==> src/rtl/reg_apb_pkg.sv <==
// Shared APB register-access types: transfer FSM states and the default protection value.
package reg_apb_pkg;

    typedef enum logic [1:0] {
        IDLE   = 2'd0,
        SETUP  = 2'd1,
        ACCESS = 2'd2,
        RESP   = 2'd3
    } apb_state_e;

    localparam logic [2:0] PROT_DEFAULT = 3'b000;

endpackage

==> src/rtl/reg_apb_master_wdog.sv <==
// Wait-state watchdog: counts ACCESS wait cycles and flags when the limit is reached.
module reg_apb_wdog #(
    parameter int TIMEOUT = 255
) (
    input  logic clk,
    input  logic rst,
    input  logic clear,
    input  logic count_en,
    output logic expired
);

    localparam int CNT_W = (TIMEOUT > 0) ? $clog2(TIMEOUT + 1) : 1;
    localparam logic [CNT_W-1:0] LIMIT = CNT_W'(TIMEOUT);

    logic [CNT_W-1:0] wait_cnt;

    // Saturates at the limit so a long stall cannot wrap back to a non-expired value.
    always_ff @(posedge clk) begin
        if (rst) begin
            wait_cnt <= '0;
        end else if (clear) begin
            wait_cnt <= '0;
        end else if (count_en && (wait_cnt != LIMIT)) begin
            wait_cnt <= wait_cnt + 1'b1;
        end
    end

    assign expired = (TIMEOUT != 0) && (wait_cnt == LIMIT);

endmodule

==> src/rtl/reg_apb_master.sv <==
// APB4 initiator for register access: one command in, one SETUP/ACCESS transfer, one response out.
//
// state  | meaning
// IDLE   | req_rdy high, waiting for a command
// SETUP  | p_sel high, p_enable low, single cycle
// ACCESS | p_sel/p_enable high, waiting for p_ready or watchdog expiry
// RESP   | rsp_vld high, holding the result until rsp_rdy
module reg_apb_master
    import reg_apb_pkg::*;
#(
    parameter int         ADDR_WIDTH = 16,
    parameter int         DATA_WIDTH = 32,
    parameter int         TIMEOUT    = 255,
    parameter logic [2:0] PROT       = PROT_DEFAULT
) (
    input  logic                    clk,
    input  logic                    rst,
    input  logic                    req_vld,
    output logic                    req_rdy,
    input  logic                    req_write,
    input  logic [ADDR_WIDTH-1:0]   req_addr,
    input  logic [DATA_WIDTH-1:0]   req_wdata,
    input  logic [DATA_WIDTH/8-1:0] req_strb,
    output logic                    rsp_vld,
    input  logic                    rsp_rdy,
    output logic [DATA_WIDTH-1:0]   rsp_rdata,
    output logic                    rsp_err,
    output logic [ADDR_WIDTH-1:0]   p_addr,
    output logic [2:0]              p_prot,
    output logic                    p_sel,
    output logic                    p_enable,
    output logic                    p_write,
    output logic [DATA_WIDTH-1:0]   p_wdata,
    output logic [DATA_WIDTH/8-1:0] p_strb,
    input  logic                    p_ready,
    input  logic [DATA_WIDTH-1:0]   p_rdata,
    input  logic                    p_slverr
);

    apb_state_e state;
    logic       wd_clear;
    logic       wd_count;
    logic       wd_expired;

    assign wd_clear = (state == IDLE) && req_vld && req_rdy;
    assign wd_count = (state == ACCESS) && !p_ready;
    assign p_prot   = PROT;

    reg_apb_wdog #(
        .TIMEOUT (TIMEOUT)
    ) u_wdog (
        .clk      (clk),
        .rst      (rst),
        .clear    (wd_clear),
        .count_en (wd_count),
        .expired  (wd_expired)
    );

    always_ff @(posedge clk) begin
        if (rst) begin
            state     <= IDLE;
            req_rdy   <= 1'b0;
            rsp_vld   <= 1'b0;
            rsp_rdata <= '0;
            rsp_err   <= 1'b0;
            p_sel     <= 1'b0;
            p_enable  <= 1'b0;
            p_write   <= 1'b0;
            p_addr    <= '0;
            p_wdata   <= '0;
            p_strb    <= '0;
        end else begin
            case (state)
                IDLE: begin
                    if (req_vld && req_rdy) begin
                        req_rdy <= 1'b0;
                        p_addr  <= req_addr;
                        p_write <= req_write;
                        p_wdata <= req_wdata;
                        p_strb  <= req_write ? req_strb : '0;
                        p_sel   <= 1'b1;
                        state   <= SETUP;
                    end else begin
                        req_rdy <= 1'b1;
                    end
                end
                SETUP: begin
                    p_enable <= 1'b1;
                    state    <= ACCESS;
                end
                ACCESS: begin
                    // p_ready takes priority over a watchdog expiry in the same cycle.
                    if (p_ready) begin
                        p_sel     <= 1'b0;
                        p_enable  <= 1'b0;
                        rsp_vld   <= 1'b1;
                        rsp_rdata <= p_write ? '0 : p_rdata;
                        rsp_err   <= p_slverr;
                        state     <= RESP;
                    end else if (wd_expired) begin
                        p_sel     <= 1'b0;
                        p_enable  <= 1'b0;
                        rsp_vld   <= 1'b1;
                        rsp_rdata <= '0;
                        rsp_err   <= 1'b1;
                        state     <= RESP;
                    end
                end
                RESP: begin
                    if (rsp_rdy) begin
                        rsp_vld   <= 1'b0;
                        rsp_rdata <= '0;
                        rsp_err   <= 1'b0;
                        req_rdy   <= 1'b1;
                        state     <= IDLE;
                    end
                end
                default: state <= IDLE;
            endcase
        end
    end

endmodule

==> config.mk <==
export PLATFORM = sky130hd
export DESIGN_NAME = reg_apb_master
export DESIGN_NICKNAME = d
export VERILOG_FILES = /design/src/rtl/reg_apb_pkg.sv /design/src/rtl/reg_apb_master_wdog.sv /design/src/rtl/reg_apb_master.sv
export SDC_FILE = /design/constraint.sdc
export NUM_CORES = 1
export LEC_CHECK = 0
export CORE_UTILIZATION = 43
export CTS_BUF_LIST = sky130_fd_sc_hd__clkbuf_16
export DETAILED_ROUTE_END_ITERATION = 7
export PLACE_DENSITY = 0.86
export SYNTH_ARGS = -nofsm -noshare
export SYNTH_HDL_FRONTEND = slang
export SYNTH_HIERARCHICAL = 1
export SYNTH_SLANG_ARGS = --single-unit
export TNS_END_PERCENT = 30
==> constraint.sdc <==
create_clock -name clk -period 2 [get_ports clk]
set_input_delay 0.5 -clock clk [delete_from_list [all_inputs] [get_ports clk]]
set_output_delay 0.5 -clock clk [all_outputs]
set_load 0.05 [all_outputs]
==> flow_summary.json <==
{
  "initial_utilization_pct": 44.58,
  "ir_worst_vdd_uv": 783.1,
  "final_nets": 785,
  "power_frac_seq_pct": 34.2,
  "gp_congestion": 0.8461,
  "cts_tree": "done",
  "ys_warn_count": 6,
  "slew_violations": 0,
  "rows": 36,
  "crit_family": "buffers and inverters",
  "p_sw_share_pct": 41.31,
  "grt_pass1_vias": 4251,
  "layout-drive-gt1-share_pct": 13.44,
  "clock_latency_ns": 0.34,
  "clkSlewWorstSetupHoldPaths_ns": 0.07,
  "worst_pin_slew_ns": 0.6491,
  "dr.pass1.iters": 4,
  "critical_path.max_stage_delay_ns": 0.81,
  "setup_tns_ns": 0,
  "grt_pass1_wl_um": 20200,
  "avgViaCountPerCell": 5.697,
  "p_comb_share_pct": 43.0,
  "avgSynthCellArea_um2": 8.441,
  "critical_path.cell_chain": "clkdlybuf4s50_1",
  "cts.htree.levels": 3,
  "finalHoldViolations": 0,
  "antenna-diode-count": 0,
  "design_area_um2": 6823,
  "min_path_type": "flop to flop",
  "grt.overflow.total": 0,
  "setup_viol_count_final": 0,
  "crit_arrival_ns": 1.47,
  "relSlewSlack_pct": 56.72,
  "clock_skew_ns": 0.008635,
  "r2r_slack_ns": 0.11,
  "met1Wirelength_um": 5441,
  "hpwl_um": 9414,
  "die_h_um": 103.1,
  "dieWidth_um": 103.1,
  "drt_iter0_markers": 357,
  "fin_hold_ws_ns": 0.4548,
  "finalPower_mw": 7.175,
  "area_delta_synth_final_pct": 55.14,
  "holdBufCountCts": 0,
  "critical_path_class": "flop to primary output",
  "dr_wl_met3_um": 871,
  "drv_cap": 0,
  "cts_root_buffer": "clkbuf_16",
  "drtAntennaViolNets": 0,
  "max_freq_mhz": 508.0,
  "syn-instance-count": 521,
  "dpl_cell_area_um2": 6339,
  "grtUsageTotal_pct": 24.05,
  "synth_edf_count": 0,
  "cp-end-kind": "primary output",
  "crit_fanout": 2,
  "grt_max_degree": 55,
  "avgRoutedWirePerCell_um": 17.07,
  "antenna_found_initial": 0,
  "ys.flop_type": "dfxtp_1",
  "pwr-share-clk_pct": 22.8,
  "ys_async_sr_fraction_pct": 0,
  "fin_crit_sh_pct": 98.42,
  "dieArea_um2": 10640,
  "top_layer": "met4",
  "rsz0062_at_grt": "false",
  "synth_cell_types": 45,
  "cts_sinks": 100,
  "cts_buffers": 9,
  "status": "completed",
  "syn_area_um2": 4398,
  "port_buffers": 180,
  "slowest_stage": "clkdlybuf4s50_1",
  "wl_met2_um": 7443,
  "cp-start-kind": "flop",
  "ys_seq_elements": 100,
  "route.detailed.drc": 0,
  "p_per_area_nw_per_um2": 1052,
  "clock_path_buffers": 2,
  "routed_wl_um": 14080,
  "p_switching_mw": 2.964,
  "p_int_mw": 4.211,
  "coreArea_um2": 9864,
  "p_leak_nw": 3.255,
  "num_io_pins": 184,
  "worst-path-buf-inv": 1,
  "num_vias": 4700,
  "required_ns": 1.50,
  "period_needed_ns": 1.968,
  "seq_area_frac_synth_pct": 45.52
}
-- synthesized netlist by cell type (2+ instances only) --
cell type	number	area [µm²]
a211oi_1	4	30.03
a21oi_1	91	455.4
a31oi_1	2	12.51
and3_1	2	12.51
buf_1	3	11.26
buf_2	16	80.08
buf_4	3	22.52
clkbuf_1	32	120.1
dfxtp_1	100	2002
ha_1	6	75.07
inv_1	3	11.26
mux2i_1	4	40.04
nand2_1	108	405.4
nand2b_1	4	25.02
nand3_1	6	30.03
nand4_1	34	212.7
nor2_1	5	18.77
nor2b_1	6	37.54
nor4bb_1	32	320.3
o21ai_0	2	10.01
o31ai_1	33	247.7
or3_1	2	12.51
-- per-stage QoR --
stage	instances	setup slack, ns	utilization [%]
2_1_floorplan	523	0.1616	-
5_1_grt	825	0.001493	69.17
3_3_place_gp	803	-0.1300	64.26
3_5_place_dp	803	-0.2422	64.26
4_1_cts	818	0.0001510	66.86
6_report	825	0.03160	69.17
-- cell type report --
| cell class | instances | area (µm²) |
|---|---|---|
| clock inverter | 6 | 46.29 |
| inverter | 4 | 15.01 |
| tap | 133 | 166.4 |
| clock buffer | 9 | 225.2 |
| fill | 732 | 3042 |
| timing repair buffer | 209 | 2182 |
| multi-input combinational | 364 | 2183 |
| sequential | 100 | 2004 |
-- layer usage --
metal / global-route usage [%] / up-vias
li1: - / 2201
met1: 28.68 / 2250
met2: 43.13 / 221
met3: 4.542 / 28
met4: 8.342 / 0
met5: 0 / -
-- tightest hold or removal path: cells and delay by family (launching register included) --
family | cells | cell delay (ns)
simple gates | 1 | 0.05
flops | 1 | 0.31
compound gates | 1 | 0.05
-- power groups by stage --
stage          registers, mW  logic [mW]  clock network, mW
2_1_floorplan           3.36        1.08                  0
3_3_place_gp            2.48        2.95                  0
3_5_place_dp            2.50        3.01                  0
4_1_cts                 2.46        2.99               1.66
5_1_grt                 2.49        3.27               1.74
6_report                2.46        3.09               1.63
-- logic make-up (layout without fill, tap and decap cells) --
group | count (synthesis) | after routing | share of synthesized area (%)
AOI/OAI and AO/OA | 141 | 141 | 19.09
muxes | 5 | 5 | 1.166
and+or+nand+nor | 209 | 209 | 26.52
buffers and inverters | 59 | 228 | 5.918
other | 1 | 3 | 0.08527
adders and majority gates | 6 | 6 | 1.707
DFF | 100 | 100 | 45.52
-- placed cells by master, fill, tap and decap left out, drive strengths merged, types with 2 or more instances in the layout --
master / Yosys / routed
a211oi: 5 / 5
a21oi: 91 / 91
a31oi: 2 / 2
and3: 2 / 2
and4: 2 / 2
buf: 23 / 57
clkbuf: 32 / 11
clkdlybuf4s50: 0 / 92
conb: 1 / 3
dfxtp: 100 / 100
dlygate4sd2: 0 / 16
dlymetal6s2s: 0 / 42
ha: 6 / 6
inv: 4 / 8
mux2i: 4 / 4
nand2: 108 / 108
nand2b: 4 / 4
nand3: 6 / 6
nand4: 35 / 35
nor2: 5 / 5
nor2b: 6 / 6
nor4bb: 32 / 32
o21ai: 2 / 2
o31ai: 33 / 33
or3: 2 / 2
-- what timing repair did --
| action | in CTS | in global routing |
|---|---|---|
| setup endpoints to repair | 17 | 73 |
| buffers inserted | 0 | 4 |
| pin swaps | 0 | 2 |
| gates cloned | 0 | 3 |
| resized for setup | 17 | 54 |
-- state kept, by name, summed over array words and instances, names as in the netlist --
signal,count
p_wdata,32
rsp_rdata,32
p_addr,16
u_wdog/wait_cnt,8
p_strb,4
state,2
p_enable,1
p_sel,1
p_write,1
req_rdy,1
rsp_err,1
rsp_vld,1
-- path summary, 6_finish.rpt --
path | from | cells after the start | to
max | p_wdata[17] | 1 | p_wdata[17]
min | p_wdata[31] | 2 | p_wdata[31]
max reg2reg | u_wdog/wait_cnt[1] | 7 | rsp_err
min reg2reg | p_wdata[31] | 2 | p_wdata[31]
(Power assumes the default switching activity.)
